**config.mk**
```make
export PLATFORM = sky130hd
export DESIGN_NAME = i2s_receive
export DESIGN_NICKNAME = d
export VERILOG_FILES = /design/src/rtl/i2s_receive.sv
export SDC_FILE = /design/constraint.sdc
export NUM_CORES = 1
export LEC_CHECK = 0
export BUFFER_PORTS_ARGS = -buffer_cell sky130_fd_sc_hd__buf_2
export CAP_MARGIN = 25
export CORE_MARGIN = 1.5
export CORE_UTILIZATION = 40
export DETAILED_ROUTE_END_ITERATION = 12
export PLACE_DENSITY_LB_ADDON = 0.25
export SLEW_MARGIN = 20
export SYNTH_ARGS = -nofsm -noshare
export SYNTH_HDL_FRONTEND = slang
export SYNTH_SLANG_ARGS = --single-unit
```
**constraint.sdc**
```tcl
create_clock -name i_clk -period 8.4 [get_ports i_clk]
set_clock_uncertainty 0.1 [all_clocks]
set_input_delay 0.84 -clock i_clk [delete_from_list [all_inputs] [get_ports i_clk]]
set_output_delay 0.84 -clock i_clk [all_outputs]
set_load 0.01 [all_outputs]
```
**src/rtl/i2s_receive.sv**
```systemverilog
`default_nettype none
// ============================================================================
// Module   : i2s_receive
// Purpose  : Deserialises an external I2S stereo stream into DATA_WIDTH-bit
//            left/right pairs, buffers them in a small FIFO and serves them
//            to the S/PDIF transmitter on its dreq/drdy handshake.
// Revision : 1.0  initial release
// ----------------------------------------------------------------------------
// Ports
//   i_clk         in   1            system clock (>= 8x bclk)
//   i_rst_n       in   1            asynchronous active-low reset
//   i_bclk        in   1            I2S bit clock (asynchronous)
//   i_lrclk       in   1            I2S word select, 0 = left (asynchronous)
//   i_sdata       in   1            I2S serial data, MSB first (asynchronous)
//   i_dreq        in   1            sample request, rising edge requests
//   o_ldata       out  DATA_WIDTH   left sample, held until next pop
//   o_rdata       out  DATA_WIDTH   right sample, same timing as o_ldata
//   o_drdy        out  1            one-cycle pulse: new pair presented
//   o_fill        out  FIFO_AW+1    pairs currently stored
//   o_overflow    out  1            sticky push-when-full flag   (I2S_RX_STATUS_EN)
//   o_underflow   out  1            sticky pop-when-empty flag   (I2S_RX_STATUS_EN)
//   i_clr_status  in   1            clears both sticky flags     (I2S_RX_STATUS_EN)
// Configuration
//   I2S_RX_STATUS_EN  when defined, adds the sticky status flags and clear.
// ============================================================================
module i2s_receive #(
  parameter int DATA_WIDTH = 24,
  parameter int FIFO_AW    = 2
) (
  input  logic                  i_clk,
  input  logic                  i_rst_n,
  input  logic                  i_bclk,
  input  logic                  i_lrclk,
  input  logic                  i_sdata,
  input  logic                  i_dreq,
  output logic [DATA_WIDTH-1:0] o_ldata,
  output logic [DATA_WIDTH-1:0] o_rdata,
  output logic                  o_drdy,
`ifdef I2S_RX_STATUS_EN
  output logic                  o_overflow,
  output logic                  o_underflow,
  input  logic                  i_clr_status,
`endif
  output logic [FIFO_AW:0]      o_fill
);

  localparam int C_DEPTH = 1 << FIFO_AW;
  localparam int C_CNT_W = $clog2(DATA_WIDTH + 1);
  localparam logic [C_CNT_W-1:0] C_CNT_MAX   = C_CNT_W'(DATA_WIDTH);
  localparam logic [FIFO_AW:0]   C_FILL_FULL = (FIFO_AW + 1)'(C_DEPTH);

  // --------------------------------------------------------------------------
  // Input synchronisers. All three pins share the same depth so that the
  // sampled lrclk/sdata line up with the detected bclk edge.
  // --------------------------------------------------------------------------
  logic r_bclk_meta, r_bclk_sync, r_bclk_last;
  logic r_lrclk_meta, r_lrclk_sync;
  logic r_sdata_meta, r_sdata_sync;

  always_ff @(posedge i_clk or negedge i_rst_n) begin
    if (!i_rst_n) begin
      r_bclk_meta  <= 1'b0;
      r_bclk_sync  <= 1'b0;
      r_bclk_last  <= 1'b0;
      r_lrclk_meta <= 1'b0;
      r_lrclk_sync <= 1'b0;
      r_sdata_meta <= 1'b0;
      r_sdata_sync <= 1'b0;
    end else begin
      r_bclk_meta  <= i_bclk;
      r_bclk_sync  <= r_bclk_meta;
      r_bclk_last  <= r_bclk_sync;
      r_lrclk_meta <= i_lrclk;
      r_lrclk_sync <= r_lrclk_meta;
      r_sdata_meta <= i_sdata;
      r_sdata_sync <= r_sdata_meta;
    end
  end

  logic w_bclk_rise;
  assign w_bclk_rise = r_bclk_sync & ~r_bclk_last;

  // --------------------------------------------------------------------------
  // Word assembly
  // --------------------------------------------------------------------------
  logic                  r_lr_prev;
  logic                  r_sync;
  logic [C_CNT_W-1:0]    r_bit_cnt;
  logic [DATA_WIDTH-1:0] r_shift;
  logic [DATA_WIDTH-1:0] r_left;
  logic                  r_left_vld;

  logic                  w_boundary;
  logic                  w_commit;
  logic                  w_commit_left;
  logic                  w_push_req;
  logic [DATA_WIDTH-1:0] w_word;

  // Current word with the just-sampled bit dropped into its MSB-first slot.
  // Bits beyond DATA_WIDTH leave the word untouched (counter saturates).
  always_comb begin
    w_word = r_shift;
    for (int i = 0; i < DATA_WIDTH; i++) begin
      if (r_bit_cnt == C_CNT_W'(i)) begin
        w_word[DATA_WIDTH-1-i] = r_sdata_sync;
      end
    end
  end

  assign w_boundary    = w_bclk_rise & (r_lrclk_sync != r_lr_prev);
  assign w_commit      = w_boundary & r_sync;
  assign w_commit_left = w_commit & ~r_lr_prev;
  // A right word only forms a pair when a left word is waiting; otherwise it
  // is dropped so that the FIFO never holds a mismatched pair.
  assign w_push_req    = w_commit & r_lr_prev & r_left_vld;

  always_ff @(posedge i_clk or negedge i_rst_n) begin
    if (!i_rst_n) begin
      r_lr_prev  <= 1'b0;
      r_sync     <= 1'b0;
      r_bit_cnt  <= '0;
      r_shift    <= '0;
      r_left     <= '0;
      r_left_vld <= 1'b0;
    end else begin
      if (w_bclk_rise) begin
        r_lr_prev <= r_lrclk_sync;
        if (w_boundary) begin
          // Clearing the shifter zero-fills the LSBs of short words.
          r_shift   <= '0;
          r_bit_cnt <= '0;
          r_sync    <= 1'b1;
        end else begin
          r_shift <= w_word;
          if (r_bit_cnt != C_CNT_MAX) begin
            r_bit_cnt <= r_bit_cnt + 1'b1;
          end
        end
      end
      if (w_commit_left) begin
        r_left     <= w_word;
        r_left_vld <= 1'b1;
      end else if (w_push_req) begin
        r_left_vld <= 1'b0;
      end
    end
  end

  // --------------------------------------------------------------------------
  // Pair FIFO
  // --------------------------------------------------------------------------
  logic [2*DATA_WIDTH-1:0] r_mem [0:C_DEPTH-1];
  logic [FIFO_AW-1:0]      r_wptr;
  logic [FIFO_AW-1:0]      r_rptr;
  logic [FIFO_AW:0]        r_fill;
  logic                    r_dreq_last;
  logic [DATA_WIDTH-1:0]   r_ldata;
  logic [DATA_WIDTH-1:0]   r_rdata;
  logic                    r_drdy;

  logic w_empty, w_full, w_pop_req, w_pop, w_push;

  assign w_empty   = (r_fill == '0);
  assign w_full    = (r_fill == C_FILL_FULL);
  assign w_pop_req = i_dreq & ~r_dreq_last;
  // Pop and push both see pre-push state: no fall-through into an empty
  // FIFO, while a pop from a full FIFO frees the slot being written.
  assign w_pop     = w_pop_req & ~w_empty;
  assign w_push    = w_push_req & (~w_full | w_pop);

  always_ff @(posedge i_clk) begin
    if (w_push) begin
      r_mem[r_wptr] <= {r_left, w_word};
    end
  end

  always_ff @(posedge i_clk or negedge i_rst_n) begin
    if (!i_rst_n) begin
      r_wptr      <= '0;
      r_rptr      <= '0;
      r_fill      <= '0;
      r_dreq_last <= 1'b0;
      r_ldata     <= '0;
      r_rdata     <= '0;
      r_drdy      <= 1'b0;
    end else begin
      r_dreq_last <= i_dreq;
      r_drdy      <= w_pop;
      if (w_push) begin
        r_wptr <= r_wptr + 1'b1;
      end
      if (w_pop) begin
        r_rptr <= r_rptr + 1'b1;
        {r_ldata, r_rdata} <= r_mem[r_rptr];
      end
      case ({w_push, w_pop})
        2'b10:   r_fill <= r_fill + 1'b1;
        2'b01:   r_fill <= r_fill - 1'b1;
        default: r_fill <= r_fill;
      endcase
    end
  end

  assign o_ldata = r_ldata;
  assign o_rdata = r_rdata;
  assign o_drdy  = r_drdy;
  assign o_fill  = r_fill;

  // --------------------------------------------------------------------------
  // Optional sticky status flags
  // --------------------------------------------------------------------------
`ifdef I2S_RX_STATUS_EN
  logic r_overflow, r_underflow;
  logic w_overflow_evt, w_underflow_evt;

  assign w_overflow_evt  = w_push_req & w_full & ~w_pop;
  assign w_underflow_evt = w_pop_req & w_empty;

  // A same-cycle event takes priority over the clear.
  always_ff @(posedge i_clk or negedge i_rst_n) begin
    if (!i_rst_n) begin
      r_overflow  <= 1'b0;
      r_underflow <= 1'b0;
    end else begin
      if (w_overflow_evt) begin
        r_overflow <= 1'b1;
      end else if (i_clr_status) begin
        r_overflow <= 1'b0;
      end
      if (w_underflow_evt) begin
        r_underflow <= 1'b1;
      end else if (i_clr_status) begin
        r_underflow <= 1'b0;
      end
    end
  end

  assign o_overflow  = r_overflow;
  assign o_underflow = r_underflow;
`endif

endmodule
`default_nettype wire

```
=== Yosys cells after proc, flatten, opt, wreduce, memory -nomap -nowiden ===
Memory sizes are Yosys's and may differ from the RTL's. A register that Yosys moved wholly into a read port is not among the register bits.
Index checks and enable logic that the tools add are counted.

* Equality and inequality tests: 28
* Add/sub/neg operators: 5
* Muxes and demuxes: 32
* Bitwise logic cells: 15
* Reductions and logical operators: 8

{| class="wikitable"
|+ Operators by type and width
! kind !! count
|-
| $eq 5x4->1 const B || 8
|-
| $eq 5x5->1 const B || 8
|-
| $mux 1 || 28
|-
| $mux 24 || 1
|-
| $eq 5x3->1 const B || 4
|-
| $eq 5x2->1 const B || 2
|-
| $mux 5 || 2
|-
| $and 1x1->1 || 9
|-
| $pmux 3 s2 || 1
|-
| $reduce_bool 2->1 || 3
|-
| $add 5x1->5 const B || 1
|-
| $eq 5x1->1 const B || 1
|-
| $logic_not 5->1 || 1
|-
| $ne 5x5->1 const B || 1
|-
| $not 1->1 || 5
|-
| $add 2x1->2 const B || 2
|-
| $reduce_and 2->1 || 2
|-
| $add 3x1->3 const B || 1
|-
| $eq 3x3->1 const B || 1
|-
| $logic_not 3->1 || 1
|-
| $sub 3x1->3 const B || 1
|-
| $eq 2x1->1 const B || 1
|-
| $eq 2x2->1 const B || 1
|-
| $logic_not 1->1 || 1
|-
| other kinds (2) || 2
|}

* Memories kept: 1
* Output and inout port bits: 52
* Input port bits: 6
* Register bits: 72
* Word-level logic and storage cells: 107
* Memory bits (writable): 192

{| class="wikitable"
|+ Memories
! memory !! depth !! bits a word !! rd ports !! clocked after Yosys merged registers in !! wr ports !! RTL line !! RTL
|-
| r_mem || 4 || 48 || 1 || 1 || 1 || 152 || <nowiki>logic [2*DATA_WIDTH-1:0] r_mem [0:C_DEPTH-1];</nowiki>
|}

=== Logic depth before layout (Yosys ltp) ===
Gate-level depths: netlist (run 1).

* Word-level depth: 9
* Gate-level depth with buffers: 7
* Mapped depth without buffers: 7

=== Least setup slack after synthesis (run 1) ===
Ideal clock, no wire load.

* Path kind: input port to flip-flop
* Start point: input i_dreq
* End point: memory r_mem[0][0] (netlist bit), enable pin
* Setup slack: 5.467 ns
* Arrival: 2.422 ns
* Data required time: 7.890 ns
* Path buffers: 0
* Library setup time: 0.410 ns
* Cell stages on the path: 3
* Cell sequence: nand2b_4 a211oi_4 and2_1

* Longest elaborated chain between the ends: 6

{| class="wikitable"
|+ Ends and longest elaborated chain
! element !! RTL line !! RTL
|-
| from (decl) || 35 || <nowiki>input logic i_dreq,</nowiki>
|-
| $and 1x1->1 || 165 || <nowiki>assign w_pop_req = i_dreq & ~r_dreq_last;</nowiki>
|-
| $and 1x1->1 || 168 || <nowiki>assign w_pop = w_pop_req & ~w_empty;</nowiki>
|-
| $or 1x1->1 || 169 || <nowiki>assign w_push = w_push_req & (~w_full | w_pop);</nowiki>
|-
| $and 1x1->1 || 169 ||
|-
| $mux 1 || 172 || <nowiki>if (w_push) begin</nowiki>
|-
| $mux 1 (implied by the code) || 173 || <nowiki>r_mem[r_wptr] <= {r_left, w_word};</nowiki>
|-
| to (decl) || 152 ||
|}

Every way passes these cells.

==> impl_metrics.yaml, run 1 <==
yosys:
  synth-main-ff-cell: "edfxtp_1"
  avgSynthCellArea_um2: 17.7
  synth_top_area_cell: "edfxtp_1"
  syn_nets: 712
  syn_area_mm2: 0.0123
  synth_compound_area_frac: 0.0285
  seq_area_frac_synth: 0.713
  synthTopCellsByCount: "edfxtp_1, dfrtp_1, mux4_2"
  synth_cells: 696
  synth_top_area_share: 0.469
  synth_area_leaders: "edfxtp_1, dfrtp_1, mux4_2, mux2_4, mux2i_1"
  ys_ff_latch: 312
  synth-edff-count: 192
  synthAdderAreaFrac: 0.0108
  synth_top_family_by_area: "multiplexers"
  yosysMostFrequentCell: "edfxtp_1"
  synthDistinctLibCells: 46
  synthXorXnorAreaFrac: 0.00641
  synth-simple-area-share: 0.0470
  async_flop_share: 0.385
  synth_mux_area_frac: 0.167
  yosysWarningCount: 0
placed_design:
  dpl.hpwl_mm: 13.0
  gp_congestion: 0.746
  place_ws_ns: 5.63
  port_buffers: 57
power:
  internal-power_w: 0.00328
  power_frac_clock: 0.306
  switching_share: 0.279
  peakVddDrop_mv: 0.187
  power_switching_w: 0.00127
  power_frac_comb: 0.227
  power_density_mw_per_mm2: 324
  power_frac_seq: 0.466
  power.total_w: 0.00455
  leakage_nw: 5.50
sta:
  rsz0062_at_grt: "no"
  period_share: 0.308
  finalCriticalPeriod_ns: 2.58
  max_freq_ghz: 0.387
  tightest_slew_ns: 1.03
  fin_hold_ws_ns: 0.250
  hold_viol: 0
  fin_setup_tns_ns: 0
  setup_viol: 0
  slew_violations: 0
  slew_headroom: 0.313
  worst_slack_ns: 5.82
floorplan:
  die_y_um: 178
  rows: 64
  die_area_mm2: 0.0318
  initial_core_util: 0.404
  core_area_mm2: 0.0304
  die_w_um: 178
  io_pins: 58
drt:
  drt_first_iter_violations: 310
  ant_nets: 0
  vias: 5938
  first_pass_iters: 5
  drc: 0
  wl_per_cell_um: 18.9
  vias_per_cell: 4.99
  drt_wl_total_mm: 22.6
clocking:
  root_buffer: "clkbuf_16"
  tritoncts.num_buffers: 35
  cts_setup_buffers: 0
  worstSkewPairLatency_ns: 0.51
  cts-hold-fix-buffers: 0
  clkSinkCount: 312
  h-tree-depth: 2
  clk_pin_slew_worst_paths_ns: 0.06
  cts_resized: 0
  cts.path.max_buffers: 3
  cts_tree: "yes"
global_route:
  grt_antenna_before_repair: 0
  grt_start_max_net_pins: 75
  gr-total-overflow: 0
  grt_pass1_wl_mm: 35.9
  grt_use_total: 0.149
  grt_pass1_vias: 6358
critical_path:
  path_cells: "buf_4, mux4_2, mux2_4"
  critPathRequiredTime_ns: 8.68
  r2r_cells: 3
  worstSetupPathType: "flip-flop to flip-flop"
  critPathLaunchType: "flip-flop"
  critPathMaxFanout: 32
  critPathMaxStageDelay_ns: 0.76
  crit_slowest_cell: "dfrtp_2"
  cp.arrival_ns: 2.86
  endpoint_kind: "flip-flop"
run_status:
  status: "finished clean"
final_layout:
  regArea_mm2: 0.00877
  fill_cells: 2642
  drive_above_1_share: 0.283
  area_growth_pct: 14.2
  multiInputGateArea_mm2: 0.00321
  diodes: 0
  fin_nets: 786
hold_path:
  hold_path.class: "flip-flop to flip-flop"
  hold_path_depth: 0
run:
  max_cap_violations: 0
worst paths after layout:
check | startpoint | end | slack [ns]
min in group asynchronous | i_rst_n | o_ldata[2] | 0.27
setup reg to reg | r_rptr[0] | o_rdata[8] | 5.82
setup / recovery | r_rptr[0] | o_rdata[8] | 5.82
hold reg to reg | r_lrclk_meta | r_lrclk_sync | 0.25
hold / removal | r_lrclk_meta | r_lrclk_sync | 0.25
max in group asynchronous | i_rst_n | o_ldata[6] | 6.77
cell families after synthesis:
| logic type | after synthesis |
|---|---|
| compound gates | 62 |
| xor+xnor | 9 |
| fa+ha+maj | 10 |
| buf+inv | 64 |
| flops | 312 |
| mux | 122 |
| simple gates | 117 |
metrics by stage:
stage	cells	utilization	instance area (µm²)
global placement	1128	0.426	13000
global route	1191	0.462	14100
detailed placement	1128	0.426	13000
floorplan	696	-	12300
CTS	1190	0.461	14000
finish	1191	0.462	14100
flip-flops by register name (all words and copies together) (netlist names), 2 cells and up:
register and cells:
r_mem 192, o_ldata 24, o_rdata 24, r_left 24, r_shift 24, r_bit_cnt 5, o_fill 3, r_rptr 2
r_wptr 2
cells in the final DEF, fill, tap and decap left out, types with 9 or more instances in the layout:
master | synthesis | layout
a21oi_1 | 25 | 25
buf_2 | 9 | 56
buf_4 | 1 | 11
clkbuf_1 | 10 | 11
clkbuf_16 | 0 | 36
dfrtp_1 | 120 | 118
edfxtp_1 | 192 | 192
ha_1 | 9 | 9
inv_1 | 33 | 33
mux2_4 | 47 | 47
mux2i_1 | 26 | 26
mux4_2 | 48 | 48
nand2_1 | 35 | 35
nor2_1 | 40 | 40
o21ai_0 | 26 | 26
layer usage:
layer	wire, µm	part of all wire	track usage	up-vias
met1	9950	0.44	0.200	3037
li1	-	-	-	2750
met4	471	0.021	0.0458	0
met5	0	0	0	-
met3	927	0.041	0.0245	37
met2	11200	0.50	0.249	114
layout make-up:
cell class              count  share of cell area
clock inverters            13             0.00623
flip-flops and latches    312               0.624
repair buffers             68              0.0278
well taps                 396              0.0353
multi-input cells         320               0.229
inverters                  33             0.00881
clock buffers              49              0.0690
worst max-delay path: cells and delay by family (launching register included):
family / cells / cell delay (ns)
buf+inv: 1 / 0.67
flops: 1 / 0.76
mux: 2 / 0.88
power groups by stage:
stage               logic (W)  registers (W)  clock network [W]
floorplan            0.000782        0.00211                  0
global placement      0.00103        0.00214                  0
detailed placement    0.00105        0.00216                  0
CTS                   0.00106        0.00213            0.00143
global route          0.00114        0.00216            0.00149
finish                0.00104        0.00212            0.00139
(Power assumes the default switching activity.)
==> inputs of run 2 (changes only) <==
Clock period 8.4 ns to 2.5 ns, I/O delays scaled along.
==> impl_metrics.yaml, run 2 (same netlist as run 1, synthesis figures left out) <==
final_layout:
  regArea_mm2: 0.00877
  area_growth_pct: 15.1
  mostFrequentLayoutCells: "edfxtp_1, dfrtp_1, buf_2"
  diodes: 0
  largest_reg_flops: 192
  drive_above_1_share: 0.280
  multiInputGateArea_mm2: 0.00321
  final_common_cell: "edfxtp_1"
  top_register: "r_mem"
  fill_cells: 2614
  fin_nets: 792
drt:
  met1Wirelength_mm: 9.99
  wl_met3_mm: 1.02
  wl_per_cell_um: 19.0
  drt_first_iter_violations: 365
  drc: 0
  vias: 6047
  vias_per_cell: 5.05
  highest_layer: "met4"
  wl_met2_mm: 11.4
  first_pass_iters: 4
  drt_wl_total_mm: 22.7
  ant_nets: 0
hold_path:
  hp-start: "r_sdata_meta"
  hold_path.class: "flip-flop to flip-flop"
  hold_path_depth: 0
clocking:
  cts.path.max_buffers: 3
  root_buffer: "clkbuf_16"
  clkSinkCount: 312
  worstSkewPairLatency_ns: 0.49
  clk_pin_slew_worst_paths_ns: 0.06
  tritoncts.num_buffers: 35
  cts_tree: "yes"
  h-tree-depth: 2
sta:
  slew_headroom: 0.434
  fin_setup_tns_ns: 0
  tightest_slew_ns: 0.848
  period_share: 0.870
  max_freq_ghz: 0.460
  hold_viol: 0
  finalCriticalPeriod_ns: 2.17
  slew_violations: 0
  rsz0062_at_grt: "no"
  setup_viol: 0
placed_design:
  port_buffers: 57
  dpl.hpwl_mm: 13.0
  gp_congestion: 0.816
critical_path:
  worstSetupPathType: "flip-flop to flip-flop"
  critPathLaunchType: "flip-flop"
  endpoint_kind: "flip-flop"
  cp-startpoint: "o_fill[1]"
  critPathRequiredTime_ns: 2.78
  cp.arrival_ns: 2.45
  critPathMaxFanout: 9
  r2r-start: "o_fill[1]"
  r2r_cells: 7
power:
  peakVddDrop_mv: 0.507
  leakage_nw: 5.54
  power_density_mw_per_mm2: 1080
  power.total_w: 0.0153
floorplan:
  initial_core_util: 0.404
  die_y_um: 178
  rows: 64
  core_area_mm2: 0.0304
  die_area_mm2: 0.0318
  io_pins: 58
  die_w_um: 178
run_status:
  status: "finished clean"
global_route:
  grt_use_total: 0.149
  grt_start_max_net_pins: 59
  grt_pass1_wl_mm: 36.2
  grt_pass1_vias: 6409
  gr-total-overflow: 0
  grt_antenna_before_repair: 0
run:
  max_cap_violations: 0
run 2: changes by cell type in the layout (fill, tap and decap cells not counted), sizes merged:
cell | before | now
clkinvlp | 3 | 0
clkbuf | 49 | 50
dlygate4sd3 | 0 | 5
buf | 68 | 69
clkinv | 8 | 10
run 2: repair_timing:
item / in CTS / in global routing
gates resized for setup: 0 / 0
hold endpoints to repair: 59 / 0
buffers inserted: 0 / 0
hold buffers: 5 / 0
run 2: layout make-up:
| class | instances | share of cell area |
|---|---|---|
| Sequential cell | 312 | 0.620 |
| Timing Repair Buffer | 74 | 0.0373 |
| Clock buffer | 50 | 0.0673 |
| Multi-Input combinational cell | 320 | 0.227 |
| Tap cell | 396 | 0.0350 |
| Inverter | 33 | 0.00875 |
| Clock inverter | 12 | 0.00504 |
run 2: worst max-delay path: stages, from the launching register on:
cell and delay [ns]:
dfrtp_1 0.49, or3_1 0.45, o211ai_1 0.13, inv_1 0.08
fa_1 0.39, a21boi_1 0.15, o2bb2ai_1 0.15, xnor2_1 0.13
run 2: path summary, 6_finish.rpt:
path                                 to  slack [ns]
max in group asynchronous     r_rptr[0]        1.25
hold / removal             r_sdata_sync        0.25
setup reg to reg              o_fill[2]        0.33
min in group asynchronous    o_ldata[1]        0.28
hold reg to reg            r_sdata_sync        0.25
setup / recovery              o_fill[2]        0.33
run 2: layer usage:
metal,up-vias,global-route usage
li1,2768,-
met1,3142,0.203
met2,114,0.250
met3,23,0.0262
met4,0,0.0365
met5,-,0
run 2: metrics by stage:
| stage | cell area [µm²] | hold WS (ns) | std cells | setup slack, ns | util |
|---|---|---|---|---|---|
| final | 14200 | 0.254 | 1197 | 0.326 | 0.465 |
| after global routing | 14200 | 0.260 | 1197 | 0.200 | 0.465 |
| after CTS | 14200 | 0.255 | 1197 | 0.296 | 0.465 |
| after detailed placement | 13100 | 0.240 | 1130 | 0.319 | 0.430 |
| after global placement | 13100 | 0.234 | 1130 | 0.396 | 0.430 |
| after floorplan | 12300 | -0.146 | 696 | 0.294 | - |
run 2: power breakdown:
part / internal (W) / switching, W
Sequential: 0.00638 / 0.000587
Combinational: 0.00198 / 0.00174
Clock: 0.00266 / 0.00191
Total: 0.0110 / 0.00424
==> inputs of run 3 (changes only) <==
--- a/constraint.sdc
+++ b/constraint.sdc
@@ -3,3 +3,3 @@
 set_input_delay 0.25 -clock i_clk [delete_from_list [all_inputs] [get_ports i_clk]]
 set_output_delay 0.25 -clock i_clk [all_outputs]
-set_load 0.01 [all_outputs]
+set_load 0.1 [all_outputs]
==> impl_metrics.yaml, run 3 (same netlist as run 1, synthesis figures left out) <==
drt:
  drc: 0
  drt_wl_total_mm: 22.7
  highest_layer: "met4"
  wl_per_cell_um: 18.9
  vias_per_cell: 5.05
  vias: 6040
  wl_met2_mm: 11.2
  first_pass_iters: 5
  ant_nets: 0
  wl_met3_um: 984
  met1Wirelength_mm: 10.0
  drt_first_iter_violations: 299
global_route:
  gr-total-overflow: 0
  grt_start_max_net_pins: 54
  grt_antenna_before_repair: 0
  grt_use_total: 0.150
  grt_pass1_wl_mm: 36.2
  grt_pass1_vias: 6502
sta:
  slew_violations: 0
  setup_viol: 0
  max_freq_ghz: 0.459
  hold_viol: 0
  rsz0062_at_grt: "no"
  period_share: 0.872
  finalCriticalPeriod_ns: 2.18
  slew_headroom: 0.436
  fin_setup_tns_ns: 0
  tightest_slew_ns: 0.845
floorplan:
  initial_core_util: 0.404
  rows: 64
  die_w_um: 178
  core_area_mm2: 0.0304
  die_y_um: 178
  io_pins: 58
  die_area_mm2: 0.0318
critical_path:
  crit_buf_inv: 1
  critPathMaxFanout: 9
  crit_slowest_cell: "dfrtp_2"
  cp-startpoint: "o_fill[1]"
  critPathMaxStageDelay_ns: 0.46
  critPathRequiredTime_ns: 2.77
  cp.arrival_ns: 2.45
  r2r-start: "o_fill[1]"
  cp_top_family: "compound AO/OA/AOI/OAI gates"
  path_cells: "or3_1, o211ai_1, inv_1, fa_1, a21boi_1, o2bb2ai_1, xnor2_1"
  endpoint_kind: "flip-flop"
  critPathLaunchType: "flip-flop"
  worstSetupPathType: "flip-flop to flip-flop"
final_layout:
  final_common_cell: "edfxtp_1"
  drive_above_1_share: 0.282
  diodes: 0
  mostFrequentLayoutCells: "edfxtp_1, dfrtp_1, buf_2"
  top_register: "r_mem"
  area_growth_pct: 15.3
  final_util: 0.466
  final_area_mm2: 0.0142
  largest_reg_flops: 192
  fin_nets: 792
power:
  power_frac_seq: 0.378
  switching_share: 0.392
  leakage_nw: 5.55
  power_switching_w: 0.00721
  internal-power_w: 0.0112
  peakVddDrop_mv: 0.833
  power_density_mw_per_mm2: 1300
  power_frac_clock: 0.257
  power_frac_comb: 0.365
placed_design:
  port_buffers: 57
  gp_congestion: 0.821
  placed_area_mm2: 0.0131
  dpl.hpwl_mm: 13.5
clocking:
  clk_pin_slew_worst_paths_ns: 0.05
  cts.path.max_buffers: 3
  clkSinkCount: 312
  cts_tree: "yes"
  h-tree-depth: 2
  cts-hold-fix-buffers: 5
  worstSkewPairLatency_ns: 0.50
  cts_resized: 0
  tritoncts.num_buffers: 34
  root_buffer: "clkbuf_16"
  cts_setup_buffers: 0
run_status:
  status: "finished clean"
hold_path:
  hold_path.class: "input pin to asynchronous set/reset pin"
run:
  max_cap_violations: 0
-- run 3: metrics by stage --
step | setup WS [ns] | power, W | hold slack (ns) | cells
after floorplan | -0.162 | 0.0127 | -0.146 | 696
after global placement | 0.421 | 0.0138 | 0.158 | 1131
after detailed placement | 0.356 | 0.0139 | 0.167 | 1131
final | 0.319 | 0.0184 | 0.187 | 1197
after CTS | 0.310 | 0.0186 | 0.196 | 1197
after global routing | 0.193 | 0.0192 | 0.213 | 1197
-- run 3: final cells by class --
cell class                      count  area (µm²)
Multi-Input combinational cell    320        3210
Timing Repair Buffer               75         523
Tap cell                          396         495
Fill cell                        2610       16200
Clock buffer                       45         933
Clock inverter                     16         126
Sequential cell                   312        8770
Inverter                           33         124
-- run 3: path summary, 6_finish.rpt --
check | endpoint | slack, ns | depth (start not counted)
setup / recovery | o_fill[2] | 0.32 | 7
hold / removal | o_rdata[1] | 0.19 | 2
setup reg to reg | o_fill[2] | 0.32 | 7
hold reg to reg | r_bclk_sync | 0.25 | 0
max in group asynchronous | r_shift[20] | 1.24 | 3
min in group i_clk | r_bclk_sync | 0.25 | 0
-- run 3: layer usage --
metal | vias up | track usage
li1 | 2756 | -
met1 | 3114 | 0.202
met2 | 131 | 0.250
met3 | 39 | 0.0264
met4 | 0 | 0.0417
met5 | - | 0
-- run 3: power groups by stage --
stage	Clock, W	Sequential [W]	Combinational (W)
final	0.00473	0.00696	0.00671
after CTS	0.00486	0.00698	0.00681
after floorplan	0	0.0100	0.00265
after global placement	0	0.00700	0.00676
after detailed placement	0	0.00707	0.00679
after global routing	0.00506	0.00708	0.00708
